`src/rtl/fft_sequencer.sv`:
```
// rtl/fft_sequencer.sv - frame sequencer between a real sample stream and an FFT core
//
// Collects N_POINTS real samples into the FFT core's load port, pulses fft_start,
// waits for the core, then re-registers the output bins onto result_*.
// Optional build macro: FFT_SEQ_HALF_SPECTRUM_EN - present only bins 0..N_POINTS/2-1.
//
// Ports:
//   clk, reset                    single clock, synchronous active-high reset
//   enable                        run frames back to back while high
//   sample_valid, sample_data     real input samples (16-bit signed)
//   fft_load, fft_load_address,   load strobe/address/data to the core, data = {re, im}
//   fft_data_in
//   fft_start                     one-cycle start pulse to the core
//   fft_done, fft_data_out        one output bin per fft_done cycle from the core
//   result_valid, result_idx,     registered bin stream
//   result_data
//   frame_done                    one-cycle pulse the cycle after the last presented bin
//   overrun, timeout              sticky error flags, cleared only by reset
//   busy                          state is not IDLE
`timescale 1ns/1ps

module fft_sequencer #(
  parameter int N_POINTS       = 512,
  parameter int TIMEOUT_CYCLES = 20000,
  localparam int AW            = $clog2(N_POINTS)
) (
  input  logic          clk,
  input  logic          reset,
  input  logic          enable,
  input  logic          sample_valid,
  input  logic [15:0]   sample_data,
  output logic          fft_load,
  output logic [AW-1:0] fft_load_address,
  output logic [31:0]   fft_data_in,
  output logic          fft_start,
  input  logic          fft_done,
  input  logic [31:0]   fft_data_out,
  output logic          result_valid,
  output logic [AW-1:0] result_idx,
  output logic [31:0]   result_data,
  output logic          frame_done,
  output logic          overrun,
  output logic          timeout,
  output logic          busy
);

  localparam int TW = $clog2(TIMEOUT_CYCLES + 1);

`ifdef FFT_SEQ_HALF_SPECTRUM_EN
  localparam int OUT_BINS = N_POINTS / 2;
`else
  localparam int OUT_BINS = N_POINTS;
`endif

  localparam logic [AW-1:0] LAST_IDX = AW'(N_POINTS - 1);
  localparam logic [AW-1:0] LAST_OUT = AW'(OUT_BINS - 1);
  localparam logic [TW-1:0] WAIT_MAX = TW'(TIMEOUT_CYCLES - 1);

  typedef enum logic [2:0] {
    IDLE  = 3'd0,
    LOAD  = 3'd1,
    START = 3'd2,
    WAIT  = 3'd3,
    READ  = 3'd4
  } state_t;

  state_t        state;
  logic [AW-1:0] load_cnt;
  logic [AW-1:0] bin_cnt;
  logic [TW-1:0] wait_cnt;
  // Set when the last presented bin is registered; frame_done follows one cycle later.
  logic          last_seen;

  assign busy = (state != IDLE);

  always_ff @(posedge clk) begin
    if (reset) begin
      state            <= IDLE;
      load_cnt         <= '0;
      bin_cnt          <= '0;
      wait_cnt         <= '0;
      last_seen        <= 1'b0;
      fft_load         <= 1'b0;
      fft_load_address <= '0;
      fft_data_in      <= '0;
      fft_start        <= 1'b0;
      result_valid     <= 1'b0;
      result_idx       <= '0;
      result_data      <= '0;
      frame_done       <= 1'b0;
      overrun          <= 1'b0;
      timeout          <= 1'b0;
    end else begin
      fft_load     <= 1'b0;
      fft_start    <= 1'b0;
      result_valid <= 1'b0;
      frame_done   <= last_seen;
      last_seen    <= 1'b0;

      // Samples are only accepted while loading; anything else is lost.
      if (sample_valid && state != LOAD) begin
        overrun <= 1'b1;
      end

      case (state)
        IDLE: begin
          if (enable) begin
            load_cnt <= '0;
            state    <= LOAD;
          end
        end

        LOAD: begin
          if (sample_valid) begin
            fft_load         <= 1'b1;
            fft_load_address <= load_cnt;
            fft_data_in      <= {sample_data, 16'h0000};
            load_cnt         <= load_cnt + 1'b1;
            if (load_cnt == LAST_IDX) begin
              state <= START;
            end
          end
        end

        // The last fft_load is being presented this cycle, so the start pulse
        // is registered here and appears one cycle later, never overlapping it.
        START: begin
          fft_start <= 1'b1;
          wait_cnt  <= '0;
          state     <= WAIT;
        end

        WAIT: begin
          if (fft_done) begin
            // The cycle that ends WAIT already carries bin 0.
            result_valid <= 1'b1;
            result_idx   <= '0;
            result_data  <= fft_data_out;
            bin_cnt      <= AW'(1);
            state        <= READ;
          end else if (wait_cnt == WAIT_MAX) begin
            timeout <= 1'b1;
            state   <= IDLE;
          end else begin
            wait_cnt <= wait_cnt + 1'b1;
          end
        end

        READ: begin
          if (fft_done) begin
            if (bin_cnt <= LAST_OUT) begin
              result_valid <= 1'b1;
              result_idx   <= bin_cnt;
              result_data  <= fft_data_out;
            end
            if (bin_cnt == LAST_OUT) begin
              last_seen <= 1'b1;
            end
            bin_cnt <= bin_cnt + 1'b1;
            // Bins beyond the presented range are still consumed before leaving.
            if (bin_cnt == LAST_IDX) begin
              load_cnt <= '0;
              state    <= enable ? LOAD : IDLE;
            end
          end
        end

        default: state <= IDLE;
      endcase
    end
  end

endmodule

```
`config.mk`:
```
export PLATFORM = sky130hd
export DESIGN_NAME = fft_sequencer
export DESIGN_NICKNAME = d
export VERILOG_FILES = /design/src/rtl/fft_sequencer.sv
export SDC_FILE = /design/constraint.sdc
export NUM_CORES = 1
export LEC_CHECK = 0
export CAP_MARGIN = 10
export CELL_PAD_IN_SITES_DETAIL_PLACEMENT = 1
export CELL_PAD_IN_SITES_GLOBAL_PLACEMENT = 2
export CORE_ASPECT_RATIO = 0.9
export CORE_MARGIN = 1
export CORE_UTILIZATION = 26
export CTS_CLUSTER_DIAMETER = 30
export CTS_CLUSTER_SIZE = 12
export DETAILED_ROUTE_END_ITERATION = 10
export GPL_TIMING_DRIVEN = 0
export PLACE_DENSITY_LB_ADDON = 0.1
export SYNTH_ARGS = -nofsm -noshare
export SYNTH_HDL_FRONTEND = slang
export SYNTH_SLANG_ARGS = --single-unit
```
`constraint.sdc`:
```
create_clock -name clk -period 2.3 [get_ports clk]
set_input_delay 0.46 -clock clk [delete_from_list [all_inputs] [get_ports clk]]
set_output_delay 0.46 -clock clk [all_outputs]
set_load 0.1 [all_outputs]
```
==> flow_summary.toml, run 1 <==
[run_status]
run_status = "complete, no violations"

[worst_setup_path]
crit_cells = 1
cp-end-kind = "output pin"
crit_family = "buffers and inverters"
critPathBufInv = 1
crit_type = "flop to output pin"
start_kind = "flop"
worstSetupStartpoint = "fft_start$_SDFF_PP0_"
reg2reg_from = "wait_cnt[0]$_SDFFE_PP0P_"
cp.arrival_ps = 1780
worstRegToRegCells = 7
r2r_end = "wait_cnt[1]$_SDFFE_PP0P_"
reg2reg_slack_ps = 200
required_ps = 1840
crit_chain = "clkdlybuf4s50_1"
cpPeakStageDelay_ps = 1120
crit_end = "fft_start"
slowest_stage = "clkdlybuf4s50_1"
path_max_fanout = 1

[floorplanning]
pin_count = 142
dieArea_mm2 = 0.0182
die_h_um = 128
row_count = 45
die_w_um = 142
start_util = 0.269
core_mm2 = 0.0171

[logic_synthesis]
synth-seq-cells = 109
syn_avg_cell_area_um2 = 8.31
ys.flop_type = "dfxtp_1"
synth_top_area_frac = 0.475
synthDistinctLibCells = 52
syn_area_mm2 = 0.00460
synth_cells = 553
yosysTopAreaCell = "dfxtp_1"
ys.warnings.count = 0
yosys-top-cells-area = "dfxtp_1 (47%), nand2_1 (12%), a21oi_1 (7.8%)"
synth-seq-area-share = 0.475
synth_edf_count = 0
synthArstFlopShare = 0

[sta]
setup-tns-final_ps = 0
finalCritPeriodShare = 0.975
period_needed_ps = 2240
timing.slew.headroom = 0.323
slew_viol_final = 0
rsz0062_at_grt = "false"
setup_viol = 0
hold_violations = 0
worst_pin_slew_ps = 1020
timing.fmax_mhz = 446
skew_ps = 7.61

[power_and_ir_drop]
powerDensity_mw_per_mm2 = 786
netSwitchingFraction = 0.367
p_clk_frac = 0.308
power_leakage_nw = 2.82
pwr-share-seq = 0.394
p_switching_mw = 1.89
p_int_mw = 3.26
peakVddDrop_mv = 0.449
p_comb_frac = 0.298

[placement]
dpl.hpwl_um = 10500
gp_congestion = 0.756
io_buffers = 124
placed_cell_area_mm2 = 0.00619

[clocking]
path_clk_slew_ps = 70
clock-sinks = 109
insertion_delay_ps = 350
cts_tree = "yes"
htreeDepth = 3
numCtsBuffers = 9
clk_path_buf_depth = 2
cts-root-buf = "clkbuf_16"
hold_buffers = 0

[global_routing]
antenna_found_initial = 0
grt_overflow = 0
grtUsageTotal = 0.161
grt_pass1_wl_um = 22900
grt_pass1_vias = 4471
grt_max_degree = 18

[routing]
ant_nets = 0
drt-initial-drc-count = 133
avgViaCountPerCell = 4.52
routed_wl_um = 14100
wl_per_cell_um = 14.8
vias = 4276
dr.pass1.iters = 4
drc = 0

[flow_run]
cap_violations = 0

[finish]
synthToLayoutAreaGrowth_pct = 42.6
finish.instance_area_mm2 = 0.00656
antenna_cells = 0
fin_util = 0.384
finalNetCount = 765
drive_above_1_share = 0.118

[hold_path]
hold_path.class = "flop to flop"
## layer usage
layer | routed length [um] | global-route usage
met3 | 894 | 0.0586
met4 | 100 | 0.0323
met1 | 6380 | 0.194
met2 | 6680 | 0.274
met5 | 0 | 0
## area by class of cell
cell class / instances / area [um^2]
clock inverters: 5 / 60.1
well taps: 235 / 294
clock buffers: 11 / 243
fillers: 2035 / 10500
inverters: 2 / 7.51
flip-flops and latches: 109 / 2180
plain buffers: 50 / 340
multi-input cells: 407 / 2200
repair buffers: 128 / 1230
## flip-flops by register name, summed over array words and instances, names as in the netlist
register / count
load_cnt: 9
last_seen: 1
overrun: 1
wait_cnt: 15
timeout: 1
result_valid: 1
state: 3
result_data: 32
fft_data_in: 16
fft_load: 1
bin_cnt: 9
fft_start: 1
fft_load_address: 9
result_idx: 9
frame_done: 1
## worst min path at each step
stage | start | endpoint | slack, ps | cells past startpoint
2_1_floorplan | last_seen$_SDFF_PP0_ | frame_done$_SDFF_PP0_ | 410 | 1
3_3_place_gp | last_seen$_SDFF_PP0_ | frame_done$_SDFF_PP0_ | 430 | 1
3_5_place_dp | last_seen$_SDFF_PP0_ | frame_done$_SDFF_PP0_ | 440 | 1
4_1_cts | last_seen$_SDFF_PP0_ | frame_done$_SDFF_PP0_ | 450 | 1
5_1_grt | last_seen$_SDFF_PP0_ | frame_done$_SDFF_PP0_ | 460 | 1
6_report | last_seen$_SDFF_PP0_ | frame_done$_SDFF_PP0_ | 450 | 1
## placed cells by master (no fill, tap or decap), types with 5 or more instances in the layout
cell type | synthesis | layout
and3_1 | 6 | 5
o21ai_1 | 6 | 6
dlymetal6s2s_1 | 0 | 11
a21oi_2 | 8 | 8
dlygate4sd2_1 | 0 | 59
nand4_1 | 10 | 10
dfxtp_1 | 109 | 107
clkbuf_1 | 12 | 13
clkbuf_16 | 0 | 9
nand3b_1 | 11 | 11
nor2_1 | 33 | 33
or3_1 | 9 | 9
a21oi_1 | 72 | 72
nand3_1 | 27 | 26
nand2_1 | 141 | 141
clkdlybuf4s50_1 | 0 | 53
conb_1 | 1 | 16
buf_4 | 22 | 24
buf_2 | 13 | 8
buf_6 | 3 | 9
xor2_1 | 12 | 12
## power groups by stage
stage	sequential (mW)	clock, mW	combinational [mW]
floorplan	2.51	0	0.693
global route	2.04	1.75	1.64
global placement	2.07	0	1.54
finish	2.03	1.59	1.54
detailed placement	2.08	0	1.55
CTS	2.03	1.67	1.52
## metrics by stage
stage          total power [mW]  cells  hold slack, ps  setup slack [ps]
3_5_place_dp               3.62    927             436              -177
2_1_floorplan              3.21    568             414               287
6_report                   5.15    947             447              58.2
3_3_place_gp               3.61    927             426             -95.8
4_1_cts                    5.21    944             454             0.362
5_1_grt                    5.43    947             461              4.13
## synth_stat cells (2+ instances only)
cell / instances
nand2_1: 141
dfxtp_1: 109
a21oi_1: 72
nor2_1: 33
nand3_1: 27
buf_4: 22
buf_2: 13
clkbuf_1: 12
xor2_1: 12
nand3b_1: 11
nand4_1: 10
or3_1: 9
a21oi_2: 8
and3_1: 6
o21ai_1: 6
ha_1: 5
nand2b_1: 4
nor2b_1: 4
and2_1: 3
buf_6: 3
o21ai_0: 3
a211oi_1: 2
a22oi_1: 2
a31oi_1: 2
and4_1: 2
inv_1: 2
mux2_1: 2
nand4b_1: 2
nor3_1: 2
or2_2: 2
## kinds of logic (layout without fill, tap and decap cells)
group                    after synthesis  count (layout)  share of synthesized area
adder cells (fa/ha/maj)                5               5                     0.0136
other                                  1              16                   0.000816
buffers and inverters                 52             196                     0.0689
XOR/XNOR                              13              13                     0.0248
flip-flops                           109             109                      0.475
multiplexers                           3               3                    0.00708
AO/OA/AOI/OAI                        103             103                      0.130
AND/OR/NAND/NOR                      267             267                      0.280
## what timing repair did
| action | 4_1_cts | 5_1_grt |
|---|---|---|
| setup buffers | 1 | 3 |
| resized for setup | 64 | 33 |
| pin swaps | 1 | 2 |
| setup endpoints to repair | 100 | 54 |
| gates cloned | 0 | 0 |
Note: power is estimated with default switching activity, not from simulation.
==> run 2, diff against run 1 <==
--- a/config.mk
+++ b/config.mk
@@ -5,7 +5,6 @@
 export SDC_FILE = /design/constraint.sdc
 export NUM_CORES = 1
 export LEC_CHECK = 0
-export CAP_MARGIN = 10
 export CELL_PAD_IN_SITES_DETAIL_PLACEMENT = 1
 export CELL_PAD_IN_SITES_GLOBAL_PLACEMENT = 2
 export CORE_ASPECT_RATIO = 0.9
==> results of run 2 <==
The final DEF is identical to that of run 1; final timing and power are the same.
